### src/rtl/snes_poll_master.sv
// snes_poll_master: SNES controller port bus master.
// Generates the latch pulse and 16 serial clocks, samples snes_data (active-low)
// and presents the decoded 16-bit button word (bit0 = B, 1 = pressed).
// Optional feature macro: SNES_POLL_AUTO_EN enables periodic auto-polling with
// a pending flag for triggers that arrive while a poll is running.
module snes_poll_master #(
    parameter int unsigned HALF_CYCLES   = 144,
    parameter int unsigned PERIOD_CYCLES = 400000
) (
    input  logic        clk,
    input  logic        rst_n,
    input  logic        poll_req,
    output logic        poll_ack,
    output logic        busy,
    output logic        snes_latch,
    output logic        snes_clk,
    input  logic        snes_data,
    output logic [15:0] state,
    output logic        valid
);

    localparam int HW = (HALF_CYCLES > 1) ? $clog2(HALF_CYCLES) : 1;

    typedef enum logic [2:0] {
        S_IDLE,
        S_LATCH,
        S_LOW,
        S_HIGH,
        S_DONE
    } fsm_t;

    fsm_t          r_fsm;
    fsm_t          w_fsm_nxt;
    logic [HW-1:0] r_half_cnt;
    logic          r_latch_half;
    logic [4:0]    r_bit_cnt;
    logic [15:0]   r_shift;
    logic [15:0]   r_state;
    logic          r_snes_latch;
    logic          r_snes_clk;

    logic          w_half_end;
    logic          w_can_accept;
    logic          w_start;
    logic          w_sample;
    logic          w_busy;

    assign w_half_end   = (r_half_cnt == HW'(HALF_CYCLES - 1));
    assign w_busy       = (r_fsm == S_LATCH) || (r_fsm == S_LOW) || (r_fsm == S_HIGH);
    // The DONE cycle behaves like IDLE for acceptance so polls can run back-to-back.
    assign w_can_accept = (r_fsm == S_IDLE) || (r_fsm == S_DONE);

`ifdef SNES_POLL_AUTO_EN
    localparam int PW = (PERIOD_CYCLES > 1) ? $clog2(PERIOD_CYCLES) : 1;

    logic [PW-1:0] r_period_cnt;
    logic          r_pending;
    logic          w_auto_trig;

    assign w_auto_trig = (r_period_cnt == PW'(PERIOD_CYCLES - 1));
    assign w_start     = w_can_accept && (poll_req || w_auto_trig || r_pending);

    // Free-running period counter; the trigger fires in the wrap cycle.
    always_ff @(posedge clk or negedge rst_n) begin
        if (!rst_n) begin
            r_period_cnt <= '0;
        end else if (w_auto_trig) begin
            r_period_cnt <= '0;
        end else begin
            r_period_cnt <= r_period_cnt + 1'b1;
        end
    end

    // A trigger that cannot start a poll immediately is remembered until IDLE/DONE.
    always_ff @(posedge clk or negedge rst_n) begin
        if (!rst_n) begin
            r_pending <= 1'b0;
        end else if (w_start) begin
            r_pending <= 1'b0;
        end else if (w_auto_trig) begin
            r_pending <= 1'b1;
        end
    end
`else
    assign w_start = w_can_accept && poll_req;
`endif

    // Sample on the last LATCH cycle (bit0) and the last HIGH cycle of pulses 1..15.
    assign w_sample = w_half_end && (r_bit_cnt < 5'd16) &&
                      (((r_fsm == S_LATCH) && r_latch_half) || (r_fsm == S_HIGH));

    // FSM state register.
    always_ff @(posedge clk or negedge rst_n) begin
        if (!rst_n) begin
            r_fsm <= S_IDLE;
        end else begin
            // NOTE: sequential state uses non-blocking assignments so every register
            // sees the pre-edge values of the others, exactly like the hardware.
            r_fsm <= w_fsm_nxt;
        end
    end

    // FSM next-state logic: LATCH spans two half-periods, then 16 LOW/HIGH pulses.
    always_comb begin
        // NOTE: default assignment first so no path leaves w_fsm_nxt unassigned,
        // which would otherwise infer a latch.
        w_fsm_nxt = r_fsm;
        case (r_fsm)
            S_IDLE, S_DONE: w_fsm_nxt = w_start ? S_LATCH : S_IDLE;
            S_LATCH:        if (w_half_end && r_latch_half) w_fsm_nxt = S_LOW;
            S_LOW:          if (w_half_end) w_fsm_nxt = S_HIGH;
            S_HIGH:         if (w_half_end) w_fsm_nxt = (r_bit_cnt == 5'd16) ? S_DONE : S_LOW;
            default:        w_fsm_nxt = S_IDLE;
        endcase
    end

    // FSM outputs: acceptance pulse, busy level and the result strobe.
    always_comb begin
        poll_ack = w_start;
        busy     = w_busy;
        valid    = (r_fsm == S_DONE);
    end

    // Half-period timer and LATCH half tracker; the timer reloads at each phase edge.
    always_ff @(posedge clk or negedge rst_n) begin
        if (!rst_n) begin
            r_half_cnt   <= '0;
            r_latch_half <= 1'b0;
        end else begin
            if (w_busy && !w_half_end) begin
                r_half_cnt <= r_half_cnt + 1'b1;
            end else begin
                r_half_cnt <= '0;
            end
            if ((r_fsm == S_LATCH) && w_half_end) begin
                r_latch_half <= ~r_latch_half;
            end
        end
    end

    // Pulse index: 0 during LATCH, k during pulse k, holds at 16 until the next poll.
    always_ff @(posedge clk or negedge rst_n) begin
        if (!rst_n) begin
            r_bit_cnt <= '0;
        end else if (w_start) begin
            r_bit_cnt <= '0;
        end else if ((r_fsm == S_LATCH) && w_half_end && r_latch_half) begin
            r_bit_cnt <= 5'd1;
        end else if ((r_fsm == S_HIGH) && w_half_end && (r_bit_cnt != 5'd16)) begin
            r_bit_cnt <= r_bit_cnt + 1'b1;
        end
    end

    // Shift register capture and whole-word commit of the inverted (active-high) result.
    always_ff @(posedge clk or negedge rst_n) begin
        if (!rst_n) begin
            r_shift <= '0;
            r_state <= '0;
        end else begin
            if (w_sample) begin
                r_shift[r_bit_cnt[3:0]] <= snes_data;
            end
            if ((r_fsm == S_HIGH) && (w_fsm_nxt == S_DONE)) begin
                r_state <= ~r_shift;
            end
        end
    end

    // Registered pad drivers, derived from the state being entered.
    always_ff @(posedge clk or negedge rst_n) begin
        if (!rst_n) begin
            r_snes_latch <= 1'b0;
            r_snes_clk   <= 1'b1;
        end else begin
            r_snes_latch <= (w_fsm_nxt == S_LATCH);
            r_snes_clk   <= (w_fsm_nxt != S_LOW);
        end
    end

    assign snes_latch = r_snes_latch;
    assign snes_clk   = r_snes_clk;
    assign state      = r_state;

endmodule

### config.mk
export PLATFORM = sky130hd
export DESIGN_NAME = snes_poll_master
export DESIGN_NICKNAME = d
export VERILOG_FILES = /design/src/rtl/snes_poll_master.sv
export SDC_FILE = /design/constraint.sdc
export NUM_CORES = 1
export LEC_CHECK = 0
export ABC_AREA = 0
export CORE_ASPECT_RATIO = 2
export CORE_MARGIN = 3
export CORE_UTILIZATION = 56
export DETAILED_ROUTE_END_ITERATION = 8
export PLACE_DENSITY_LB_ADDON = 0.08
export SLEW_MARGIN = 20
export SYNTH_ARGS = -nofsm -noshare
export SYNTH_HDL_FRONTEND = slang
export SYNTH_SLANG_ARGS = --single-unit
### constraint.sdc
create_clock -name clk -period 2.2 [get_ports clk]
set_input_delay 0.33 -clock clk [delete_from_list [all_inputs] [get_ports clk]]
set_output_delay 0.33 -clock clk [all_outputs]
set_load 0.05 [all_outputs]
==> metrics, run 1 <==
metal2 WL 2840 µm; post-synth cell types 40; cells after synthesis 213; peak supply drop 0.000654 V; RD Place Congestion 0.905; M1 WL 1790 µm; relative slew slack 0.570; Startpoint Class register; core area 4090 µm²; DR DRC count 0; CTS Root Buffer Type clkbuf_8; fmax 0.492 GHz; Std-Cell Rows 33; final setup margin 0.166 ns; Hold WS 0.0321 ns; vias in the first global route 1904; pin count of the biggest net entering global routing 31; I/O Pins 25; PortBufs 24; clock buffer count from CTS 5; Skew-Pair Late Insertion Delay 0.31 ns; outcome completed; via count 1760; Initial Utilization 0.583; H-Tree Depth 2; clk buf depth 2; Clk pin slew, worst setup/hold paths 0.10 ns; Lkg Pwr 1.27 nW; Tot Pwr 1.86 mW; first-pass detailed-route iteration total 4; fin crit share 0.925; cell taking the most area after synthesis dfrtp_1; skew final 0.0107 ns; mux contribution to synthesized area 0.0798; Final min period 2.03 ns; Die Y-Extent 98.3 µm; All-Layer GR Usage 0.222; Synth Area in Simple Gates 0.177; Pwr per Cell Area 656 nW/µm²; Final Slew Violations 0; Setup CP Type reg -> reg; Hold Path Class in -> async; antenna viol nets, final 0; Final Hold Fails 0; Detail Placement HPWL 3820 µm; initial drt markers 15; Adder-Cell Fraction of Synth Area 0.0262; worst-margin pin slew 0.645 ns; P&R area growth vs syn 18.8%; Routed Wire Length 4960 µm; DR top layer met4; die footprint 5120 µm²; Die Span X 52.1 µm; Top FF cell, synth dfrtp_1; Worst setup EP type register; largest family of logic cells by synthesized area simple AND/OR/NAND/NOR gates; sequential-to-total area share from yosys stat 0.536; CTS Hold Bufs 0; antenna cells 0; share of the synthesized area in the top cell type 0.525; Synth Area in XOR/XNOR 0.0331; YS warnings 0; EDFF count, synth 0; critical path arrival 2.23 ns; Avg Inst Size Synth 11.2 µm²; synthesized area 2380 µm²; RSZ-0062 raised after global routing false; global-route wire length before repair 8630 µm; initial antenna violation count 0; fraction of registers with async set/reset 1.00; Synth Area in Compound Gates 0.113; Num Clock Sinks 51; Yosys reg bits 51; layout cell share with drive strength beyond 1 0.203; GRT overflow 0; CTS tree built; metal3 WL 135 µm; Max Cap Viol 0; worst-path fanout max 9; post-DR vias/cell 5.91; CP required 2.40 ns; Syn Nets 222; final setup vio count 0; Avg WL per Cell 16.7 µm; pre-CTS WS 0.0905 ns; Layout Nets 254; top cells by area, synth dfrtp_1 52%, o21ai_0 5.7%, mux2_1 4.3%; setup tns final 0 ns
[placed cells by master (no fill, tap or decap), types with 4 or more instances in the layout]
master	n
dfrtp_1	50
o21ai_0	27
clkdlybuf4s50_1	20
buf_4	14
nor2_1	12
nor3_1	11
o21ai_1	10
nor3_2	9
mux2_1	9
mux2_2	7
inv_1	6
nand2_1	6
xnor2_1	5
nand3_1	5
ha_1	5
clkbuf_8	5
nand4_1	4
a21oi_1	4
xor2_1	4
nand2b_1	4
[registers in the layout, indices dropped and copies added, names as in the netlist]
signal        flops
r_latch_half      1
r_half_cnt        8
snes_clk          1
r_fsm             3
snes_latch        1
state            16
r_bit_cnt         5
r_shift          16
[worst max-delay path, cell delays in order (launching register included)]
cell	delay, ns
dfrtp_1	0.38
ha_1	0.19
and3_1	0.32
o2111ai_2	0.24
buf_4	0.26
nor3_2	0.20
mux2_1	0.34
[metrics by stage]
| step | utilization | instances | instance area [µm²] |
|---|---|---|---|
| after floorplan | - | 213 | 2380 |
| after global placement | 0.664 | 289 | 2710 |
| after detailed placement | 0.664 | 289 | 2710 |
| after CTS | 0.691 | 297 | 2830 |
| after global routing | 0.693 | 298 | 2830 |
| final | 0.693 | 298 | 2830 |
[report_power, final]
group / leakage (nW) / switching, mW / internal, mW
logic: 0.520 / 0.102 / 0.0744
clock network: 0.0581 / 0.312 / 0.339
registers: 0.693 / 0.0459 / 0.984
total: 1.27 / 0.460 / 1.40
[per-layer routing]
layer | up-vias | GRT usage
li1 | 817 | -
met5 | - | 0
met4 | 0 | 0.120
met3 | 19 | 0.0336
met2 | 39 | 0.393
met1 | 885 | 0.240
[synthesized netlist by cell type (3+ instances only)]
cell type	number
dfrtp_1	50
o21ai_0	27
nor2_1	12
nor3_1	11
o21ai_1	10
mux2_1	9
nor3_2	9
clkbuf_1	7
mux2_2	7
inv_1	6
nand2_1	6
ha_1	5
nand3_1	5
xnor2_1	5
a21oi_1	4
nand2b_1	4
nand4_1	4
xor2_1	4
or2b_2	3
[logic make-up (layout without fill, tap and decap cells)]
logic type / Yosys count / count (layout)
compound gates: 48 / 48
xor+xnor: 9 / 9
fa+ha+maj: 5 / 5
buf+inv: 17 / 50
flops: 51 / 51
mux: 17 / 17
simple gates: 66 / 66
[area by class of cell]
| class | instances | area (µm²) |
|---|---|---|
| multi-input cells | 145 | 1020 |
| fillers | 332 | 1250 |
| inverters | 6 | 22.5 |
| clock inverters | 3 | 43.8 |
| well taps | 52 | 65.1 |
| repair buffers | 36 | 330 |
| clock buffers | 5 | 68.8 |
| flip-flops and latches | 51 | 1280 |
[worst paths after layout]
path | start | to | slack, ns | cells after the start
worst min register to register | r_shift[15] | state[15] | 0.45 | 1
min in group clk | r_shift[15] | state[15] | 0.45 | 1
worst max-delay path | r_half_cnt[0] | r_shift[14] | 0.17 | 6
worst max register to register | r_half_cnt[0] | r_shift[14] | 0.17 | 6
worst min-delay path | rst_n | state[6] | 0.03 | 1
max in group asynchronous | rst_n | r_half_cnt[4] | 1.46 | 2
[what timing repair did]
action                                  4_1_cts  5_1_grt
endpoints found under the setup margin        0       11
setup buffers                                 0        1
resized for setup                             0        1
Note: power is estimated with default switching activity, not from simulation.
==> run 2: changes to the inputs <==
--- a/config.mk
+++ b/config.mk
@@ -6,6 +6,7 @@
 export NUM_CORES = 1
 export LEC_CHECK = 0
 export ABC_AREA = 0
+export CAP_MARGIN = 20
 export CORE_ASPECT_RATIO = 2
 export CORE_MARGIN = 3
 export CORE_UTILIZATION = 56
==> results of run 2 <==
The final DEF is identical to that of run 1; final timing and power are the same.
==> run 3: changes to the inputs <==
--- a/config.mk
+++ b/config.mk
@@ -7,7 +7,7 @@
 export LEC_CHECK = 0
 export ABC_AREA = 0
 export CAP_MARGIN = 20
-export CORE_ASPECT_RATIO = 2
+export CORE_ASPECT_RATIO = 0.6
 export CORE_MARGIN = 3
 export CORE_UTILIZATION = 56
 export DETAILED_ROUTE_END_ITERATION = 8
==> run 3 against run 2 <==
  * Worst hold slack improved by 0.093 ns
  * Clock skew barely moved
  * Sequential share of layout area rose by 0.26 points
  * Clock-buffer cell count rose by 1
  * Final area fell by 0.57%
  * Register-to-register slack improved by 0.06 ns
  * Wire length rose by 0.95%
  * Critical path depth fell by 1
  * Utilization rose by 3.5 points
  * Largest cell class unchanged
==> metrics, run 3 (synthesis gave the netlist of run 1 again) <==
worst-path fanout max 18 (+9); Worst Reg-to-Reg Cells 5 (-1); register cell area after layout 1280 µm² (unchanged); Pwr per Cell Area 675 nW/µm² (+2.9%); most common cell after layout, fill and taps aside dfrtp_1; core area 3870 µm² (-5.3%); first-pass detailed-route iteration total 4 (unchanged); CTS Root Buffer Type clkbuf_8; Die Y-Extent 56.5 µm (-42%); CP required 2.43 ns (+0.03 ns); Initial Utilization 0.616 (+0.0326); antenna cells 0 (unchanged); Hold Path Class in -> async; Setup CP Type reg -> reg; via count 1734 (-1.5%); WP buf/inv 1 (unchanged); clk buf depth 2 (unchanged); Clk pin slew, worst setup/hold paths 0.10 ns (about the same); pin count of the biggest net entering global routing 52 (+68%); H-Tree Depth 2 (unchanged); relative slew slack 0.582 (+0.0118); reg2reg start r_half_cnt[6]; Worst setup EP type register; Avg WL per Cell 16.8 µm (+0.95%); I/O Pins 25 (unchanged); Routed Wire Length 5010 µm (+0.95%); die footprint 5100 µm² (-0.42%); peak supply drop 0.000402 V (-39%); CP cell instances nor4b_4 > nand3_2 > buf_4 > or3_1 > a21oi_1; r2r endpoint r_bit_cnt[3]; most frequent cells in the layout 50 x dfrtp_1, 27 x o21ai_0, 20 x clkdlybuf4s50_1, 12 x nor2_1; cell area after layout 2820 µm² (-0.57%); Detail Placement HPWL 3550 µm (-6.9%); Layout Nets 249 (-2.0%); R2R setup slack 0.23 ns (+0.06 ns); post-DR vias/cell 5.82 (-1.5%); Max Cap Viol 0 (unchanged); Largest delay share family, worst path simple AND/OR/NAND/NOR gates; RD Place Congestion 0.940 (+3.8%); clock buffer count from CTS 5 (unchanged); placed cells 289 (unchanged); Lkg Pwr 1.25 nW (-1.7%); Tot Pwr 1.90 mW (+2.3%); RSZ-0062 raised after global routing false; worst-margin pin slew 0.627 ns (-0.0176 ns); CP max-delay cell dfrtp_1; fmax 0.507 GHz (+3.2%); Worst path max stage delay 0.45 ns (+0.07 ns); DR DRC count 0 (unchanged); Final Hold Fails 0 (unchanged); vias in the first global route 1696 (-11%); GRT overflow 0 (unchanged); critical path arrival 2.20 ns (-0.03 ns); placed instance area 2680 µm² (-1.2%); All-Layer GR Usage 0.209 (-0.0125); setup tns final 0 ns (unchanged); initial drt markers 122 (+107); Skew-Pair Late Insertion Delay 0.30 ns (about the same); fin crit share 0.896 (-0.0284); final setup vio count 0 (unchanged); stages on the worst setup path 5 (-1); antenna viol nets, final 0 (unchanged); # fillers 305 (-8.1%); Final min period 1.97 ns (-0.0624 ns); Final Slew Violations 0 (unchanged); area occupied by multi-input gates 1030 µm² (+0.61%); Layout Cells excl Fill 298 (unchanged); CTS tree built; Startpoint Class register; PortBufs 24 (unchanged); global-route wire length before repair 8360 µm (-3.0%); outcome completed; Num Clock Sinks 51 (unchanged); Std-Cell Rows 17 (-48%); initial antenna violation count 0 (unchanged); Die Span X 90.2 µm (+73%); P&R area growth vs syn 18.2%; layout cell share with drive strength beyond 1 0.191 (-0.0124); skew final 0.0106 ns (-0.0000678 ns)
-- run 3: layout make-up --
type / instances / area share
clock inverter: 2 / 0.0138
inverter: 6 / 0.00800
multi-input combinational: 145 / 0.366
timing repair buffer: 31 / 0.104
clock buffer: 6 / 0.0293
tap: 57 / 0.0253
sequential: 51 / 0.454
-- run 3: how the worst max path moves through the flow --
stage                        startpoint            to  slack (ns)
after CTS                 r_half_cnt[0]    r_shift[9]        0.07
after detailed placement  r_half_cnt[5]    r_shift[9]        0.09
after global placement    r_half_cnt[5]  r_bit_cnt[3]        0.29
final                     r_half_cnt[6]  r_bit_cnt[3]        0.23
after global routing      r_half_cnt[6]      state[2]        0.06
after floorplan                r_fsm[1]         valid        0.15
-- run 3: power by group --
group,internal (mW),switching [mW],total (mW),leakage (nW)
Clock,0.374,0.311,0.685,0.0618
Combinational,0.0739,0.106,0.180,0.494
Sequential,0.984,0.0512,1.03,0.693
Total,1.43,0.468,1.90,1.25
-- run 3: repair_timing --
item                                   4_1_cts  5_1_grt
hold buffers                                 0        0
setup endpoints to repair                    0        4
setup buffers                                0        1
gates resized for setup                      0        2
endpoints found under the hold margin        0        0
-- run 3: through the flow --
step	setup WS (ns)	utilization	hold slack [ns]
finish	0.228	0.728	0.125
CTS	0.0658	0.724	0.138
floorplan	0.150	-	0.0344
detailed placement	0.0917	0.693	0.438
global route	0.0598	0.728	0.163
global placement	0.285	0.693	0.430
-- run 3: metal layers --
metal / up-vias / GRT usage / part of all wire
met3: 4 / 0.0589 / 0.036
met2: 33 / 0.323 / 0.46
met1: 882 / 0.285 / 0.49
met5: - / 0 / 0
met4: 0 / 0.0741 / 0.0076
li1: 815 / - / -
